**config.mk**
```make
export PLATFORM = sky130hd
export DESIGN_NAME = chacha20_xor_stream_flat
export DESIGN_NICKNAME = d
export VERILOG_FILES = /design/src/rtl/chacha20_xor_stream_pkg.sv /design/src/rtl/chacha20_xor_stream_if.sv /design/src/rtl/chacha20_ks_buf.sv /design/src/rtl/chacha20_xor_stream.sv /design/src/flat_wrapper.sv
export SDC_FILE = /design/constraint.sdc
export NUM_CORES = 2
export LEC_CHECK = 0
export ABC_CLOCK_PERIOD_IN_PS = 2600
export CAP_MARGIN = 20
export CORE_AREA = 5 5 258 260
export DETAILED_ROUTE_END_ITERATION = 16
export DIE_AREA = 0 0 263 265
export PLACE_DENSITY = 0.75
export REMOVE_ABC_BUFFERS = 1
export SYNTH_ARGS = -nofsm -noshare
export SYNTH_HDL_FRONTEND = slang
export SYNTH_SLANG_ARGS = --single-unit
```
**constraint.sdc**
```tcl
create_clock -name clk -period 2.6 [get_ports clk]
set_input_delay 0.52 -clock clk [delete_from_list [all_inputs] [get_ports clk]]
set_output_delay 0.52 -clock clk [all_outputs]
set_load 0.005 [all_outputs]
```
**src/rtl/chacha20_xor_stream_pkg.sv**
```systemverilog
// Constants and state encoding shared by the ChaCha20 stream XOR controller,
// its keystream buffer and the keystream generator side.
package chacha20_xor_stream_pkg;

    localparam int          CHACHA_BLOCK_W = 512;
    localparam int          CHACHA_WORDS   = 16;
    localparam int          WORD_IDX_W     = $clog2(CHACHA_WORDS);
    localparam logic [31:0] CTR_MAX        = 32'hFFFF_FFFF;

    typedef enum logic [1:0] {
        ST_IDLE   = 2'd0,
        ST_REQ    = 2'd1,
        ST_STREAM = 2'd2,
        ST_DRAIN  = 2'd3
    } state_e;

    // Expand per-byte enables into a word mask; keep[3] covers bits [31:24].
    function automatic logic [31:0] keep_to_mask(input logic [3:0] keep);
        logic [31:0] mask;
        for (int b = 0; b < 4; b++) begin
            mask[8*b +: 8] = {8{keep[b]}};
        end
        return mask;
    endfunction

endpackage

```
**src/rtl/chacha20_xor_stream_if.sv**
```systemverilog
// Message-in, message-out and keystream-request signal bundle of the XOR stream.
interface chacha20_xor_stream_if;
    import chacha20_xor_stream_pkg::*;

    logic                      in_valid;
    logic                      in_ready;
    logic [31:0]               in_data;
    logic [3:0]                in_keep;
    logic                      in_last;

    logic                      out_valid;
    logic                      out_ready;
    logic [31:0]               out_data;
    logic [3:0]                out_keep;
    logic                      out_last;

    logic                      ks_req;
    logic [31:0]               ks_counter;
    logic                      ks_valid;
    logic [CHACHA_BLOCK_W-1:0] ks_block;

    modport slave (
        input  in_valid, in_data, in_keep, in_last,
        output in_ready,
        output out_valid, out_data, out_keep, out_last,
        input  out_ready,
        output ks_req, ks_counter,
        input  ks_valid, ks_block
    );

    modport master (
        output in_valid, in_data, in_keep, in_last,
        input  in_ready,
        input  out_valid, out_data, out_keep, out_last,
        output out_ready,
        input  ks_req, ks_counter,
        output ks_valid, ks_block
    );
endinterface

```
**src/rtl/chacha20_ks_buf.sv**
```systemverilog
// Holds one 512-bit keystream block and hands it out one 32-bit word at a time.
module chacha20_ks_buf
    import chacha20_xor_stream_pkg::*;
(
    input  logic                      clk,
    input  logic                      rst,
    input  logic                      load,
    input  logic [CHACHA_BLOCK_W-1:0] block_i,
    input  logic                      advance,
    output logic [31:0]               word_out,
    output logic                      last_word
);

    logic [CHACHA_BLOCK_W-1:0] block_q, block_d;
    logic [WORD_IDX_W-1:0]     word_idx_q, word_idx_d;
    logic [31:0]               words [CHACHA_WORDS];

    always_comb begin
        block_d    = block_q;
        word_idx_d = word_idx_q;
        if (load) begin
            block_d    = block_i;
            word_idx_d = '0;
        end else if (advance) begin
            word_idx_d = word_idx_q + 1'b1;
        end
    end

    always_ff @(posedge clk) begin
        if (rst) begin
            block_q    <= '0;
            word_idx_q <= '0;
        end else begin
            block_q    <= block_d;
            word_idx_q <= word_idx_d;
        end
    end

    // Word 0 is the first four stream bytes, which sit at the top of the block.
    genvar gi;
    generate
        for (gi = 0; gi < CHACHA_WORDS; gi++) begin : g_word
            assign words[gi] = block_q[CHACHA_BLOCK_W-1-32*gi -: 32];
        end
    endgenerate

    assign word_out  = words[word_idx_q];
    assign last_word = (word_idx_q == WORD_IDX_W'(CHACHA_WORDS - 1));

endmodule

```
**src/rtl/chacha20_xor_stream.sv**
```systemverilog
// Message XOR engine: requests keystream blocks by counter and XORs them into
// the word stream, one word per clock inside a block.
module chacha20_xor_stream
    import chacha20_xor_stream_pkg::*;
#(
    parameter bit ALLOW_CTR_WRAP = 1'b0
) (
    input  logic                        clk,
    input  logic                        rst,
    input  logic                        start,
    input  logic [31:0]                 init_counter,
    output logic                        busy,
    output logic                        ctr_wrap,
    chacha20_xor_stream_if.slave        bus
);

    state_e      state_q, state_d;
    logic [31:0] counter_q, counter_d;
    logic        out_valid_q, out_valid_d;
    logic [31:0] out_data_q, out_data_d;
    logic [3:0]  out_keep_q, out_keep_d;
    logic        out_last_q, out_last_d;
    logic        ctr_wrap_q, ctr_wrap_d;

    logic        in_ready;
    logic        in_fire;
    logic        out_fire;
    logic        buf_load;
    logic        buf_advance;
    logic [31:0] ks_word;
    logic        last_word;

    chacha20_ks_buf u_ks_buf (
        .clk       (clk),
        .rst       (rst),
        .load      (buf_load),
        .block_i   (bus.ks_block),
        .advance   (buf_advance),
        .word_out  (ks_word),
        .last_word (last_word)
    );

    assign in_ready = (state_q == ST_STREAM) && (!out_valid_q || bus.out_ready);
    assign in_fire  = bus.in_valid && in_ready;
    assign out_fire = out_valid_q && bus.out_ready;
    // Busy also covers a word still waiting in the output register after a wrap halt.
    assign busy     = (state_q != ST_IDLE) || out_valid_q;

    always_comb begin
        state_d     = state_q;
        counter_d   = counter_q;
        out_valid_d = out_valid_q;
        out_data_d  = out_data_q;
        out_keep_d  = out_keep_q;
        out_last_d  = out_last_q;
        ctr_wrap_d  = ctr_wrap_q;
        buf_load    = 1'b0;
        buf_advance = 1'b0;

        if (out_fire) begin
            out_valid_d = 1'b0;
        end
        if (in_fire) begin
            out_valid_d = 1'b1;
            out_data_d  = (bus.in_data ^ ks_word) & keep_to_mask(bus.in_keep);
            out_keep_d  = bus.in_keep;
            out_last_d  = bus.in_last;
            buf_advance = 1'b1;
        end

        case (state_q)
            ST_IDLE: begin
                if (start && !busy) begin
                    counter_d  = init_counter;
                    ctr_wrap_d = 1'b0;
                    state_d    = ST_REQ;
                end
            end
            ST_REQ: begin
                if (bus.ks_valid) begin
                    buf_load = 1'b1;
                    state_d  = ST_STREAM;
                end
            end
            ST_STREAM: begin
                if (in_fire) begin
                    if (bus.in_last) begin
                        state_d = ST_DRAIN;
                    end else if (last_word) begin
                        // Block exhausted: fetch the next one, unless the counter would wrap.
                        if (counter_q == CTR_MAX && !ALLOW_CTR_WRAP) begin
                            ctr_wrap_d = 1'b1;
                            state_d    = ST_IDLE;
                        end else begin
                            counter_d = counter_q + 32'd1;
                            state_d   = ST_REQ;
                        end
                    end
                end
            end
            ST_DRAIN: begin
                if (out_fire) begin
                    state_d = ST_IDLE;
                end
            end
            default: state_d = ST_IDLE;
        endcase
    end

    always_ff @(posedge clk) begin
        if (rst) begin
            state_q     <= ST_IDLE;
            counter_q   <= '0;
            out_valid_q <= 1'b0;
            out_data_q  <= '0;
            out_keep_q  <= '0;
            out_last_q  <= 1'b0;
            ctr_wrap_q  <= 1'b0;
        end else begin
            state_q     <= state_d;
            counter_q   <= counter_d;
            out_valid_q <= out_valid_d;
            out_data_q  <= out_data_d;
            out_keep_q  <= out_keep_d;
            out_last_q  <= out_last_d;
            ctr_wrap_q  <= ctr_wrap_d;
        end
    end

    assign bus.in_ready   = in_ready;
    assign bus.out_valid  = out_valid_q;
    assign bus.out_data   = out_data_q;
    assign bus.out_keep   = out_keep_q;
    assign bus.out_last   = out_last_q;
    assign bus.ks_req     = (state_q == ST_REQ);
    assign bus.ks_counter = counter_q;
    assign ctr_wrap       = ctr_wrap_q;

endmodule
```
**src/flat_wrapper.sv**
```systemverilog
// flat-port wrapper written by rule: the top's interface ports become plain ports
module chacha20_xor_stream_flat import chacha20_xor_stream_pkg::*;
#(
    parameter bit ALLOW_CTR_WRAP = 1'b0
)
  (clk, rst, start, init_counter, busy, ctr_wrap, bus_in_valid, bus_in_data, bus_in_keep, bus_in_last, bus_in_ready, bus_out_valid, bus_out_data, bus_out_keep, bus_out_last, bus_out_ready, bus_ks_req, bus_ks_counter, bus_ks_valid, bus_ks_block);
  chacha20_xor_stream_if bus_i ();
  input  logic clk;
  input  logic rst;
  input  logic start;
  input  logic [31:0] init_counter;
  output logic busy;
  output logic ctr_wrap;
  input wire logic [$bits(bus_i.in_valid)-1:0] bus_in_valid;
  input wire logic [$bits(bus_i.in_data)-1:0] bus_in_data;
  input wire logic [$bits(bus_i.in_keep)-1:0] bus_in_keep;
  input wire logic [$bits(bus_i.in_last)-1:0] bus_in_last;
  output wire logic [$bits(bus_i.in_ready)-1:0] bus_in_ready;
  output wire logic [$bits(bus_i.out_valid)-1:0] bus_out_valid;
  output wire logic [$bits(bus_i.out_data)-1:0] bus_out_data;
  output wire logic [$bits(bus_i.out_keep)-1:0] bus_out_keep;
  output wire logic [$bits(bus_i.out_last)-1:0] bus_out_last;
  input wire logic [$bits(bus_i.out_ready)-1:0] bus_out_ready;
  output wire logic [$bits(bus_i.ks_req)-1:0] bus_ks_req;
  output wire logic [$bits(bus_i.ks_counter)-1:0] bus_ks_counter;
  input wire logic [$bits(bus_i.ks_valid)-1:0] bus_ks_valid;
  input wire logic [$bits(bus_i.ks_block)-1:0] bus_ks_block;
  assign bus_i.in_valid = bus_in_valid;
  assign bus_i.in_data = bus_in_data;
  assign bus_i.in_keep = bus_in_keep;
  assign bus_i.in_last = bus_in_last;
  assign bus_in_ready = bus_i.in_ready;
  assign bus_out_valid = bus_i.out_valid;
  assign bus_out_data = bus_i.out_data;
  assign bus_out_keep = bus_i.out_keep;
  assign bus_out_last = bus_i.out_last;
  assign bus_i.out_ready = bus_out_ready;
  assign bus_ks_req = bus_i.ks_req;
  assign bus_ks_counter = bus_i.ks_counter;
  assign bus_i.ks_valid = bus_ks_valid;
  assign bus_i.ks_block = bus_ks_block;
  chacha20_xor_stream #(.ALLOW_CTR_WRAP(ALLOW_CTR_WRAP)) u_core (.clk(clk), .rst(rst), .start(start), .init_counter(init_counter), .busy(busy), .ctr_wrap(ctr_wrap), .bus(bus_i));
endmodule
```
==> results_tabular.tex <==
\begin{tabular}{lr}
\hline
Metric & Value \\
\hline
\multicolumn{2}{l}{\textbf{Global routing}} \\
Wire length of the first global-routing pass & 133 mm \\
Maximum number of pins on one net before global-route repair & $\sim$140 \\
Via count of the first global-routing pass & 22,891 \\
Global router's overall resource usage & 0.238 \\
Initial antenna violation count & 20 \\
GR Overflow Total & 0 \\
\multicolumn{2}{l}{\textbf{Clocking}} \\
Maximum clock insertion buffer count & 3 \\
Number of clock buffers inserted by TritonCTS & 66 \\
Clk Latency, worst-skew pair & 0.60 ns \\
Number of H-tree levels & 3 \\
\# hold bufs at CTS & 0 \\
Clock tree from TritonCTS & done \\
CTS sink cnt & between 500 and 600 \\
Root Driver & sky130\_fd\_sc\_hd\_\_clkbuf\_16 \\
Clock-pin slew reported for the worst setup and hold paths after clock tree synthesis & 0.06 ns \\
\multicolumn{2}{l}{\textbf{Route}} \\
Violation count after the first detailed-route iteration & around 2,000 \\
Vias after detailed routing & between 20,000 and 25,000 \\
Total Routed Length & about 88 mm \\
Residual DRC & 0 \\
Drt first pass iters & 7 \\
Final ANT Viol Nets & 0 \\
Routed wire length per instance & slightly below 20 µm \\
Via-per-instance ratio & roughly 5.4 \\
\multicolumn{2}{l}{\textbf{Final layout}} \\
Most common library cell in the layout ignoring fill and taps & sky130\_fd\_sc\_hd\_\_nand2\_1 \\
Final \#Nets & 4,094 \\
Signed area change from the synthesized netlist to the final layout & 40.1\% \\
Commonest cells after routing, fill and taps aside & sky130\_fd\_sc\_hd\_\_nand2\_1 (1,106), sky130\_fd\_sc\_hd\_\_clkdlybuf4s50\_1 (659), sky130\_fd\_sc\_hd\_\_dfxtp\_1 (584) \\
Ratio of cells with drive above 1 in the final layout & 0.107 \\
\multicolumn{2}{l}{\textbf{Power and ir drop}} \\
Pwr/cell area & slightly below 800 mW/mm² \\
Leak Pwr & 0.0119 µW \\
Sequential share of power & 0.405 \\
Power share of the clock group & 0.343 \\
Internal Pwr Total & a little under 20,000 µW \\
Gate power share & 0.252 \\
Peak supply drop & between 0.5 and 0.6 mV \\
Net switching power figure & 8270 µW \\
Fraction of power spent switching nets & 0.300 \\
\multicolumn{2}{l}{\textbf{Critical path}} \\
Critical register-to-register path endpoint & u\_core.bus.out\_data[21]\$\_SDFFE\_PP0P\_ \\
Slowest cell on the critical path & sky130\_fd\_sc\_hd\_\_clkdlybuf4s50\_1 \\
CP endpoint & busy \\
Worst path cell trace & buf\_4, or3\_1, clkdlybuf4s50\_1 \\
Start point of the critical path & u\_core.state\_q[0]\$\_SDFFE\_PP0P\_ \\
Number of cells traversed by the worst register-to-register path & 6 \\
R2R setup slack & $\sim$0.19 ns \\
Worst Setup Start Kind & register \\
Max Fanout on Critical Path & 9 \\
CP endpoint kind & output port \\
Crit path required time & between 2 and 2.5 ns \\
Number of gates on the worst path with buffers counted & 3 \\
Worst EP arrival & $\sim$2.0 ns \\
Category of cells accounting for the largest share of critical-path delay & buffers and inverters \\
Critical Setup Path Class & register to output port \\
CP peak stage delay & about 0.47 ns \\
CP Buf/Inv Count & 2 \\
Reg-to-reg critical path startpoint & u\_core.u\_ks\_buf.word\_idx\_q[0]\$\_SDFFE\_PP0P\_ \\
\multicolumn{2}{l}{\textbf{Synthesis}} \\
Yosys warning count & 0 \\
Mean instance size in the synthesized netlist & roughly 8.6 µm² \\
Portion of the post-synthesis area used by sequential elements & 0.467 \\
Number of synthesized flops with an enable pin & 0 \\
Flops \& latches, synth & 589 \\
Distinct cell type count after synthesis & 58 \\
Gate count of the mapped netlist & 2,918 \\
Synth async-reset ratio & 0 \\
Most used flip-flop cell after synthesis & sky130\_fd\_sc\_hd\_\_dfxtp\_1 \\
Mapped cell area & 0.0252 mm² \\
\multicolumn{2}{l}{\textbf{Hold path}} \\
Hold Crit Depth & 2 \\
Min-delay worst type & input pin to register \\
\multicolumn{2}{l}{\textbf{Placed design}} \\
Final HPWL from detailed placement & 63.6 mm \\
Quantity of I/O buffers inserted on ports & 660 \\
Pre-CTS setup slack & between 0.06 and 0.07 ns \\
RD Place Congestion & 0.922 \\
\multicolumn{2}{l}{\textbf{STA}} \\
Highest clock frequency the design can meet & 0.404 GHz \\
Final Max Slew Viols & 0 \\
Worst max-slew margin expressed relative to the limit & 0.446 \\
Final setup slack of the worst path & about 0.12 ns \\
Final min period & 2.48 ns \\
Final count of negative-setup-slack endpoints & 0 \\
Clk\_skew & 0.0293 ns \\
Final Hold Fails & 0 \\
Setup repair after global routing missed its margin & no \\
Setup Total Neg Slack & 0 ns \\
Slew at the pin with the worst max-slew slack & slightly above 0.8 ns \\
Post-route fraction of the period consumed by the critical path & 0.953 \\
\multicolumn{2}{l}{\textbf{Job}} \\
Max-Cap Viols & 0 \\
\multicolumn{2}{l}{\textbf{Status}} \\
Run status & finished clean \\
\multicolumn{2}{l}{\textbf{Floorplan}} \\
Total number of placement rows & 93 \\
Die X & around 260 µm \\
Die H & about 270 µm \\
Initial core utilization & 0.395 \\
Core region area & about 0.064 mm² \\
Num ports & 661 \\
Area enclosed by the die boundary & about 0.070 mm² \\
\hline
\end{tabular}
[worst min path at each step]
stage	startpoint	to
after global routing	rst	u_core.bus.out_keep[1]$_SDFFE_PP0P_
after CTS	rst	u_core.bus.out_valid$_SDFFE_PP0P_
after detailed placement	u_core.bus.out_data[13]$_SDFFE_PP0P_	u_core.bus.out_data[13]$_SDFFE_PP0P_
final	rst	u_core.u_ks_buf.block_q[451]$_SDFFE_PP0P_
after global placement	u_core.bus.out_data[1]$_SDFFE_PP0P_	u_core.bus.out_data[1]$_SDFFE_PP0P_
after floorplan	u_core.u_ks_buf.block_q[160]$_SDFFE_PP0P_	u_core.u_ks_buf.block_q[160]$_SDFFE_PP0P_
[cell usage after synthesis, types with 2 or more instances]
library cell / instances / area (µm²)
sky130_fd_sc_hd__mux4_2: 160 / 3600
sky130_fd_sc_hd__clkbuf_1: 175 / 657
sky130_fd_sc_hd__o21ai_0: 5 / 25.0
sky130_fd_sc_hd__o31a_1: 10 / 87.6
sky130_fd_sc_hd__o21a_1: 2 / 15.0
sky130_fd_sc_hd__o31ai_1: 14 / 105
sky130_fd_sc_hd__nand2b_1: 5 / 31.3
sky130_fd_sc_hd__nor3b_1: 2 / 15.0
sky130_fd_sc_hd__o41ai_1: 2 / 17.5
sky130_fd_sc_hd__o311ai_1: 9 / 78.8
sky130_fd_sc_hd__nand4_1: 17 / 106
sky130_fd_sc_hd__a311oi_1: 3 / 26.3
sky130_fd_sc_hd__buf_1: 16 / 60.1
sky130_fd_sc_hd__a211oi_1: 16 / 120
sky130_fd_sc_hd__o32ai_1: 10 / 87.6
sky130_fd_sc_hd__and2_1: 4 / 25.0
sky130_fd_sc_hd__xnor2_1: 33 / 289
sky130_fd_sc_hd__a21oi_1: 535 / 2680
sky130_fd_sc_hd__nor4_1: 2 / 12.5
sky130_fd_sc_hd__or3_1: 3 / 18.8
sky130_fd_sc_hd__nor3_1: 11 / 55.1
sky130_fd_sc_hd__and3_1: 11 / 68.8
sky130_fd_sc_hd__xor2_1: 2 / 17.5
sky130_fd_sc_hd__nor2b_1: 4 / 25.0
sky130_fd_sc_hd__a31oi_1: 12 / 75.1
sky130_fd_sc_hd__a22oi_1: 3 / 22.5
sky130_fd_sc_hd__nand3_1: 10 / 50.1
sky130_fd_sc_hd__ha_1: 2 / 25.0
sky130_fd_sc_hd__a22o_1: 2 / 17.5
sky130_fd_sc_hd__dfxtp_1: 589 / 11800
sky130_fd_sc_hd__inv_1: 3 / 11.3
sky130_fd_sc_hd__o21ai_1: 33 / 165
sky130_fd_sc_hd__buf_6: 10 / 113
sky130_fd_sc_hd__nor4b_1: 2 / 17.5
sky130_fd_sc_hd__buf_2: 43 / 215
sky130_fd_sc_hd__and4_1: 7 / 61.3
sky130_fd_sc_hd__nor2_1: 21 / 78.8
sky130_fd_sc_hd__o22ai_1: 2 / 12.5
sky130_fd_sc_hd__nand2_1: 1107 / 4160
sky130_fd_sc_hd__mux2i_1: 2 / 20.0
sky130_fd_sc_hd__a211o_1: 2 / 17.5
[power by group through the flow]
stage | clock network, µW | logic [µW] | registers, µW
floorplan | 0 | 2730 | 10400
global placement | 0 | 6820 | 11300
detailed placement | 0 | 6910 | 11300
CTS | 9630 | 6950 | 11100
global route | 10000 | 7610 | 11300
finish | 9460 | 6930 | 11200
[repair_timing]
action / 4_1_cts / 5_1_grt
cloned: 0 / 0
pin swaps: 0 / 0
resized for setup: 2 / 2
setup buffers: 0 / 0
endpoints found under the setup margin: 1 / 2
[per-layer routing]
metal | wire length [µm] | vias to the layer above | GRT usage | share of wire
li1 | - | 11225 | - | -
met1 | 33600 | 11263 | 0.290 | 0.38
met2 | 43700 | 1026 | 0.410 | 0.50
met3 | 7490 | 181 | 0.0602 | 0.085
met4 | 2910 | 8 | 0.0901 | 0.033
met5 | 47 | - | 0 | 0.00054
[worst reg2reg max path, cell delays in order (launching register included)]
cell and delay [ns]:
sky130_fd_sc_hd__dfxtp_4 0.40, sky130_fd_sc_hd__buf_12 0.21, sky130_fd_sc_hd__buf_4 0.27, sky130_fd_sc_hd__mux4_2 0.60, sky130_fd_sc_hd__mux4_2 0.58, sky130_fd_sc_hd__xnor2_1 0.18
sky130_fd_sc_hd__o21ai_1 0.07
[cells by family (layout without fill, tap and decap cells)]
logic type | Yosys count | count (layout) | synth area share
buf+inv | 248 | 883 | 0.0421
fa+ha+maj | 2 | 2 | 0.000991
compound gates | 671 | 671 | 0.145
other cells | 0 | 18 | 0
mux | 162 | 162 | 0.144
simple gates | 1211 | 1211 | 0.189
flops | 589 | 589 | 0.467
xor+xnor | 35 | 35 | 0.0121
[per-stage QoR]
step | hold slack (ns) | util | power, µW | instances | cell area (µm²)
2_1_floorplan | 0.427 | - | 13200 | 2673 | 24200
3_3_place_gp | 0.432 | 0.518 | 18100 | 4292 | 33100
3_5_place_dp | 0.439 | 0.518 | 18200 | 4292 | 33100
4_1_cts | 0.263 | 0.553 | 27700 | 4408 | 35300
5_1_grt | 0.288 | 0.553 | 28900 | 4419 | 35300
6_report | 0.303 | 0.553 | 27600 | 4426 | 35400
[cell type report]
class,instances,area [µm²]
diodes,18,45.0
clock buffers,102,2010
fillers,5651,28500
flip-flops and latches,589,11800
multi-input cells,2081,12400
clock inverters,14,195
well taps,855,1070
repair buffers,764,7800
inverters,3,11.3
[sequential cells by signal, indices dropped and copies added (netlist names), 2 cells and up]
name,cells
u_core.u_ks_buf.block_q,512
u_core.bus.ks_counter,32
u_core.bus.out_data,32
u_core.bus.out_keep,4
u_core.u_ks_buf.word_idx_q,4
u_core.state_q,2
Note: power is estimated with default switching activity, not from simulation.
